`config.mk`:
```
export PLATFORM = sky130hd
export DESIGN_NAME = dmem_avalon_bridge_flat
export DESIGN_NICKNAME = d
export VERILOG_FILES = /design/src/rtl/dmem_bridge_pkg.sv /design/src/rtl/dmem_avalon_bridge_if.sv /design/src/rtl/dmem_avalon_bridge_timeout_counter.sv /design/src/rtl/dmem_avalon_bridge.sv /design/src/flat_wrapper.sv
export SDC_FILE = /design/constraint.sdc
export NUM_CORES = 1
export LEC_CHECK = 0
export BUFFER_PORTS_ARGS = -buffer_cell sky130_fd_sc_hd__buf_2
export CORE_MARGIN = 1.5
export CORE_UTILIZATION = 50
export DETAILED_ROUTE_END_ITERATION = 7
export GPL_ROUTABILITY_DRIVEN = 1
export HOLD_SLACK_MARGIN = 0.02
export PLACE_DENSITY = 0.86
export SLEW_MARGIN = 30
export SYNTH_ARGS = -nofsm -noshare
export SYNTH_HDL_FRONTEND = slang
export SYNTH_SLANG_ARGS = --single-unit
```
`constraint.sdc`:
```
create_clock -name clk -period 5.65 [get_ports clk]
set_input_delay 1.13 -clock clk [delete_from_list [all_inputs] [get_ports clk]]
set_output_delay 1.13 -clock clk [all_outputs]
set_load 0.01 [all_outputs]
```
`src/rtl/dmem_bridge_pkg.sv`:
```
// dmem_bridge_pkg: shared types for the data-memory Avalon bridge.
// Holds the bridge FSM state and the read data returned on a timeout.
package dmem_bridge_pkg;

  typedef enum logic [1:0] {
    IDLE,
    CMD,
    RDATA,
    DONE
  } state_t;

  localparam logic [31:0] TIMEOUT_DATA = 32'hDEADBEEF;

endpackage

```
`src/rtl/dmem_avalon_bridge_if.sv`:
```
// dmem_avalon_bridge_if: Avalon-MM master bundle for the dmem bridge.
// master: bridge drives command, slave: fabric drives wait/data.
interface dmem_avalon_bridge_if #(
  parameter int ADDR_W = 32,
  parameter int DATA_W = 32
);
  logic [ADDR_W-1:0]   avm_address;
  logic                avm_read;
  logic                avm_write;
  logic [DATA_W-1:0]   avm_writedata;
  logic [DATA_W/8-1:0] avm_byteenable;
  logic                avm_waitrequest;
  logic                avm_readdatavalid;
  logic [DATA_W-1:0]   avm_readdata;

  modport master (
    output avm_address,
    output avm_read,
    output avm_write,
    output avm_writedata,
    output avm_byteenable,
    input  avm_waitrequest,
    input  avm_readdatavalid,
    input  avm_readdata
  );

  modport slave (
    input  avm_address,
    input  avm_read,
    input  avm_write,
    input  avm_writedata,
    input  avm_byteenable,
    output avm_waitrequest,
    output avm_readdatavalid,
    output avm_readdata
  );
endinterface

```
`src/rtl/dmem_avalon_bridge_timeout_counter.sv`:
```
// bridge_timeout_counter: cycle counter, clear/enable, expire at
// TIMEOUT_CYCLES-1 counted cycles. Ports: clk, clear, enable, expire.
module bridge_timeout_counter #(
  parameter int TIMEOUT_CYCLES = 1024
) (
  input  logic clk,
  input  logic clear,
  input  logic enable,
  output logic expire
);
  localparam int W = $clog2(TIMEOUT_CYCLES);
  localparam logic [W-1:0] LAST = W'(TIMEOUT_CYCLES - 1);

  logic [W-1:0] count;

  always_ff @(posedge clk) begin
    if (clear)
      count <= '0;
    else if (enable && count != LAST)
      count <= count + 1'b1;
  end

  assign expire = enable && (count == LAST);

endmodule

```
`src/rtl/dmem_avalon_bridge.sv`:
```
// dmem_avalon_bridge: core dmem strobes -> Avalon-MM, with stall, timeout,
// sticky errors and rd/wr counters. Ports: clk, reset, core_*, bus, err_*, counts.
module dmem_avalon_bridge
  import dmem_bridge_pkg::*;
#(
  parameter int ADDR_W         = 32,
  parameter int DATA_W         = 32,
  parameter int TIMEOUT_CYCLES = 1024
) (
  input  logic                clk,
  input  logic                reset,
  input  logic [ADDR_W-1:0]   core_addr,
  input  logic [DATA_W-1:0]   core_writedata,
  input  logic [DATA_W/8-1:0] core_byteenable,
  input  logic                core_read_en,
  input  logic                core_write_en,
  output logic [DATA_W-1:0]   core_readdata,
  output logic                core_stall,
  dmem_avalon_bridge_if.master bus,
  input  logic                err_clear,
  output logic                err_timeout,
  output logic                err_both,
  output logic [31:0]         rd_count,
  output logic [31:0]         wr_count
);
  localparam int BE_W = DATA_W / 8;

  state_t state_q, state_d;

  logic [ADDR_W-1:0] addr_q, addr_d;
  logic [DATA_W-1:0] wdata_q, wdata_d;
  logic [BE_W-1:0]   be_q, be_d;
  logic [DATA_W-1:0] rdata_q, rdata_d;
  logic              read_q, read_d;
  logic              write_q, write_d;
  logic              is_wr_q, is_wr_d;
  logic              tmo_q, tmo_d;
  logic              eto_q, eto_d;
  logic              eboth_q, eboth_d;
  logic [31:0]       rdc_q, rdc_d;
  logic [31:0]       wrc_q, wrc_d;

  logic req, busy, expire, set_to, set_both;

  assign req  = core_read_en | core_write_en;
  assign busy = (state_q == CMD) || (state_q == RDATA);

  bridge_timeout_counter #(
    .TIMEOUT_CYCLES(TIMEOUT_CYCLES)
  ) u_timer (
    .clk    (clk),
    .clear  (reset | ~busy),
    .enable (busy),
    .expire (expire)
  );

  // state register
  always_ff @(posedge clk) begin
    if (reset) state_q <= IDLE;
    else       state_q <= state_d;
  end

  // next state; timeout beats a same-cycle accept or data beat
  always_comb begin
    state_d = state_q;
    unique case (state_q)
      IDLE: if (req) state_d = CMD;
      CMD: begin
        if (expire)
          state_d = DONE;
        else if (!bus.avm_waitrequest)
          state_d = (is_wr_q || bus.avm_readdatavalid) ? DONE : RDATA;
      end
      RDATA: if (expire || bus.avm_readdatavalid) state_d = DONE;
      DONE: state_d = IDLE;
    endcase
  end

  assign set_both = (state_q == IDLE) && core_read_en && core_write_en;
  assign set_to   = busy && expire;

  // datapath / output next values
  always_comb begin
    addr_d  = addr_q;
    wdata_d = wdata_q;
    be_d    = be_q;
    rdata_d = rdata_q;
    read_d  = read_q;
    write_d = write_q;
    is_wr_d = is_wr_q;
    tmo_d   = tmo_q;
    rdc_d   = rdc_q;
    wrc_d   = wrc_q;
    unique case (state_q)
      IDLE: begin
        if (req) begin
          addr_d  = core_addr;
          wdata_d = core_writedata;
          be_d    = core_byteenable;
          write_d = core_write_en;
          read_d  = ~core_write_en;
          is_wr_d = core_write_en;
          tmo_d   = 1'b0;
        end
      end
      CMD: begin
        if (expire) begin
          read_d  = 1'b0;
          write_d = 1'b0;
          tmo_d   = 1'b1;
          if (!is_wr_q) rdata_d = DATA_W'(TIMEOUT_DATA);
        end else if (!bus.avm_waitrequest) begin
          read_d  = 1'b0;
          write_d = 1'b0;
          if (!is_wr_q && bus.avm_readdatavalid)
            rdata_d = bus.avm_readdata;
        end
      end
      RDATA: begin
        if (expire) begin
          tmo_d   = 1'b1;
          rdata_d = DATA_W'(TIMEOUT_DATA);
        end else if (bus.avm_readdatavalid) begin
          rdata_d = bus.avm_readdata;
        end
      end
      DONE: begin
        if (!tmo_q) begin
          if (is_wr_q) wrc_d = wrc_q + 32'd1;
          else         rdc_d = rdc_q + 32'd1;
        end
      end
    endcase
    eto_d   = err_clear ? 1'b0 : (eto_q | set_to);
    eboth_d = err_clear ? 1'b0 : (eboth_q | set_both);
  end

  always_ff @(posedge clk) begin
    if (reset) begin
      addr_q  <= '0;
      wdata_q <= '0;
      be_q    <= '0;
      rdata_q <= '0;
      read_q  <= 1'b0;
      write_q <= 1'b0;
      is_wr_q <= 1'b0;
      tmo_q   <= 1'b0;
      eto_q   <= 1'b0;
      eboth_q <= 1'b0;
      rdc_q   <= '0;
      wrc_q   <= '0;
    end else begin
      addr_q  <= addr_d;
      wdata_q <= wdata_d;
      be_q    <= be_d;
      rdata_q <= rdata_d;
      read_q  <= read_d;
      write_q <= write_d;
      is_wr_q <= is_wr_d;
      tmo_q   <= tmo_d;
      eto_q   <= eto_d;
      eboth_q <= eboth_d;
      rdc_q   <= rdc_d;
      wrc_q   <= wrc_d;
    end
  end

  assign core_stall         = (state_q != DONE) && req;
  assign core_readdata      = rdata_q;
  assign bus.avm_address    = addr_q;
  assign bus.avm_read       = read_q;
  assign bus.avm_write      = write_q;
  assign bus.avm_writedata  = wdata_q;
  assign bus.avm_byteenable = be_q;
  assign err_timeout        = eto_q;
  assign err_both           = eboth_q;
  assign rd_count           = rdc_q;
  assign wr_count           = wrc_q;

endmodule

```
`src/flat_wrapper.sv`:
```
// flat-port wrapper written by rule: the top's interface ports become plain ports
module dmem_avalon_bridge_flat import dmem_bridge_pkg::*;
#(
  parameter int ADDR_W         = 32,
  parameter int DATA_W         = 32,
  parameter int TIMEOUT_CYCLES = 1024
)
  (clk, reset, core_addr, core_writedata, core_byteenable, core_read_en, core_write_en, core_readdata, core_stall, err_clear, err_timeout, err_both, rd_count, wr_count, bus_avm_address, bus_avm_read, bus_avm_write, bus_avm_writedata, bus_avm_byteenable, bus_avm_waitrequest, bus_avm_readdatavalid, bus_avm_readdata);
  dmem_avalon_bridge_if #(.ADDR_W(ADDR_W), .DATA_W(DATA_W)) bus_i ();
  input  logic clk;
  input  logic reset;
  input  logic [ADDR_W-1:0] core_addr;
  input  logic [DATA_W-1:0] core_writedata;
  input  logic [DATA_W/8-1:0] core_byteenable;
  input  logic core_read_en;
  input  logic core_write_en;
  output logic [DATA_W-1:0] core_readdata;
  output logic core_stall;
  input  logic err_clear;
  output logic err_timeout;
  output logic err_both;
  output logic [31:0] rd_count;
  output logic [31:0] wr_count;
  output wire logic [$bits(bus_i.avm_address)-1:0] bus_avm_address;
  output wire logic [$bits(bus_i.avm_read)-1:0] bus_avm_read;
  output wire logic [$bits(bus_i.avm_write)-1:0] bus_avm_write;
  output wire logic [$bits(bus_i.avm_writedata)-1:0] bus_avm_writedata;
  output wire logic [$bits(bus_i.avm_byteenable)-1:0] bus_avm_byteenable;
  input wire logic [$bits(bus_i.avm_waitrequest)-1:0] bus_avm_waitrequest;
  input wire logic [$bits(bus_i.avm_readdatavalid)-1:0] bus_avm_readdatavalid;
  input wire logic [$bits(bus_i.avm_readdata)-1:0] bus_avm_readdata;
  assign bus_avm_address = bus_i.avm_address;
  assign bus_avm_read = bus_i.avm_read;
  assign bus_avm_write = bus_i.avm_write;
  assign bus_avm_writedata = bus_i.avm_writedata;
  assign bus_avm_byteenable = bus_i.avm_byteenable;
  assign bus_i.avm_waitrequest = bus_avm_waitrequest;
  assign bus_i.avm_readdatavalid = bus_avm_readdatavalid;
  assign bus_i.avm_readdata = bus_avm_readdata;
  dmem_avalon_bridge #(.ADDR_W(ADDR_W), .DATA_W(DATA_W), .TIMEOUT_CYCLES(TIMEOUT_CYCLES)) u_core (.clk(clk), .reset(reset), .core_addr(core_addr), .core_writedata(core_writedata), .core_byteenable(core_byteenable), .core_read_en(core_read_en), .core_write_en(core_write_en), .core_readdata(core_readdata), .core_stall(core_stall), .bus(bus_i), .err_clear(err_clear), .err_timeout(err_timeout), .err_both(err_both), .rd_count(rd_count), .wr_count(wr_count));
endmodule
```
==> results.txt <==
The synthesized netlist contains 53 unique library cells. The maximum number of pins on one net before global-route repair came out at 127. The die area is 0.01630 sq mm. The critical-path cell with the highest stage delay is nor2_1.

After synthesis, the most frequently instantiated cells are 182 x dfxtp_1, 167 x nand2_1, 118 x a21oi_1, 65 x nor2_1, 55 x clkbuf_1. The total leakage power is 4.100 nW. The top cell type by area accounts for 46.88% of the synthesized area. The critical path data arrival time came out at 1.81 ns. The part of the Yosys area used for sequential elements came out at 46.88%. The number of buffers and inverters on the critical path is 2. The number of global-route vias before repair came to 6880. In the synthesized netlist the dominant register cell turns out to be dfxtp_1. The synthesized design contains 0 enable-type register cells. The power consumption is 4.109 mW.

The ratio of routed vias to standard cells came out at 5.714. The largest delay contributor family on the critical path is simple AND/OR/NAND/NOR gates. The clock skew came out at 0.01115 ns. TritonCTS built the clock tree. The synthesized net count is 1054.

The final max-slew violation count came out at 0. Among all cell types in the netlist, the one instantiated most often is dfxtp_1. The count of TritonRoute iterations in the first routing pass came out at 6. The worst-margin pin slew is 0.9323 ns. The congestion estimate from routability-driven global placement came to 0.8555. Setup repair after global routing left no endpoint under its margin.

The number of warnings issued by yosys is 0. The number of cells upsized or downsized after cts is 0. The total number of clock tree sinks is 182.

The number of clock buffers inserted by TritonCTS came out at 17. The number of levels in the clock H-tree came out at 4. The clock insertion delay at the later pin of the skew report is 0.43 ns.

The net count of the finished layout is 1286. The largest incremental delay on the critical path is 0.25 ns. The critical path capture point type is a primary output.

Across the run, the number of max-cap violations was 0. The kind of path behind the tightest hold check is reg -> reg. The required time of the critical path came out at 4.52 ns.

Counting along the longest clock path gives a buffer depth of 2. In this run the clock root is driven by a clkbuf_16. The netlist area before placement is 0.007772 sq mm.

Summed over all nets, the half-perimeter wirelength after detailed placement is 14950 um. The vertical die dimension is 127.7 um. The number of nets with antenna violations after detailed routing came out at 0. The signal on the critical path passes through buf_2 -> nor2_1 -> nor2_1 -> buf_2.

The run finished with clean final reports. The setup total negative slack came out at 0 ns. The layout cell share with drive strength beyond 1 came out at 28.27%.

The final wirelength is 21760 um. The starting density of the core came out at 51.13%. The DRC violation total after the first TritonRoute iteration is 629. Buffers placed on the I/O ports in this run total 275. The mean post-synth cell area came out at 8.269 sq um. The global-route usage over all layers is 25.72%.

The relative slew slack came out at 37.85%. The maximum achievable frequency came out at 340.1 MHz. The horizontal die dimension is 127.7 um. The final count of negative-setup-slack endpoints is 0.

The layout overhead on the synthesized area came out at 25.45%. The number of remaining DRC errors is 0. The first global-routing pass estimated 33980 um of wire. The global route total overflow came out at 0. The post-route core utilization is 64.14%.

The post-layout worst setup margin is 2.710 ns. Dividing total power by cell area gives a power density of 421.4 mW/mm^2. Of all cell types, the one taking the most synthesized area is dfxtp_1. The share of the clock period used by the worst path after layout is 52.04%.

The detailed-route via count came out at 7846. The flop and latch count out of synthesis came out at 182. The placeable core region came out at 0.01520 sq mm. The shortest clock period the worst path allows after layout is 2.940 ns. The register clock-pin slew on the reported worst setup and hold paths came out at 0.06 ns. The average wire per standard cell is 15.85 um. The critical path class is in -> out. At the placement stage, the worst setup path has a slack of 2.746 ns.

The count of boundary I/O pins is 276. The worst setup path is launched from an input port. The antenna diode count is 0. The maximum fanout encountered on the critical timing path came out at 6. For this run, asynchronously set or reset flops after synthesis account for 0%. The hold violation count in the final report came to 0. After synthesis, the cell types taking the most area are dfxtp_1 47%, nand2_1 8.1%, a21oi_1 7.6%. The worst-case hold slack is 0.4517 ns. Buffers inserted to repair hold after CTS numbered 0. IR analysis of the VDD net gives a maximum drop of 547.9 uV. The number of placement rows came out at 45. Fill cells in the final layout number 1297.

The initial antenna violation count came out at 0. The number of setup buffers added after CTS came out at 0. Synthesis produced a netlist whose cell count is 940.
## state kept, by name (all words and copies together) (netlist names), 2 cells and up
signal                     count
u_core.bus.avm_byteenable      4
u_core.core_readdata          32
u_core.state_q                 2
u_core.u_timer.count          10
u_core.wr_count               32
u_core.rd_count               32
u_core.bus.avm_writedata      32
u_core.bus.avm_address        32
## power by group
group / total (mW) / switching, mW / internal [mW] / leakage, nW
registers: 1.66 / 0.137 / 1.52 / 1.49
clock network: 1.15 / 0.551 / 0.597 / 0.275
logic: 1.31 / 0.824 / 0.481 / 2.34
## layout by cell type, fill, tap and decap left out, types with 10 or more instances in the layout
master,netlist,layout
a211oi_1,29,29
a21oi_1,118,118
and4_1,11,10
buf_2,7,274
clkbuf_16,0,17
dfxtp_1,182,182
inv_1,16,16
mux2_2,10,10
nand2_1,167,167
nand3_1,32,32
nand4_1,26,26
nor2_1,65,65
nor2b_1,13,13
nor3_1,33,32
nor4_1,13,13
o21ai_0,12,12
o31ai_1,26,26
or3_1,10,10
or4_1,30,30
xnor2_1,11,11
xor2_1,12,12
## cell type report
cell class | instances | area, sq um | share of cell area [%]
Clock buffer | 18 | 439.2 | 4.504
Clock inverter | 14 | 132.6 | 1.360
Inverter | 16 | 60.06 | 0.6159
Multi-Input combinational cell | 675 | 3820 | 39.18
Sequential cell | 182 | 3643 | 37.37
Tap cell | 188 | 235.2 | 2.412
Timing Repair Buffer | 280 | 1420 | 14.56
## cells by family after synthesis
group	Yosys count	share of synthesized area (%)
and+or+nand+nor	424	27.30
AOI/OAI and AO/OA	209	16.16
DFF	182	46.88
buffers and inverters	83	4.218
xor gates and xnor gates	23	2.592
muxes	12	1.722
adders and majority gates	7	1.127
## per-stage QoR
stage	instance area (sq um)	instances
finish	9751	1373
CTS	9751	1373
floorplan	7772	940
global placement	9178	1341
detailed placement	9179	1341
global route	9751	1373
## worst min-delay path, delay by kind of cell (launching register included)
family           cells  cell delay [ns]
AO/OA/AOI/OAI        1             0.05
flip-flops           1             0.31
AND/OR/NAND/NOR      1             0.05
## final timing paths
| kind | from | to | slack (ns) | cells past startpoint |
|---|---|---|---|---|
| worst max-delay path | core_write_en | core_stall | 2.71 | 4 |
| worst min register to register | u_core.bus.avm_writedata[26]$_SDFFE_PP0P_ | u_core.bus.avm_writedata[26]$_SDFFE_PP0P_ | 0.45 | 2 |
| worst max register to register | u_core.state_q[0]$_SDFFE_PP0P_ | u_core.core_readdata[0]$_SDFFE_PP0P_ | 2.98 | 6 |
| worst min-delay path | u_core.bus.avm_writedata[26]$_SDFFE_PP0P_ | u_core.bus.avm_writedata[26]$_SDFFE_PP0P_ | 0.45 | 2 |
## routing by layer
layer / vias up / global-route usage (%) / share of wire (%)
met5: - / 0 / 0
met4: 0 / 7.931 / 1.9
met3: 28 / 7.846 / 7.5
met2: 314 / 41.08 / 48
met1: 3682 / 33.54 / 42
li1: 3822 / - / -
Note: power is estimated with default switching activity, not from simulation.
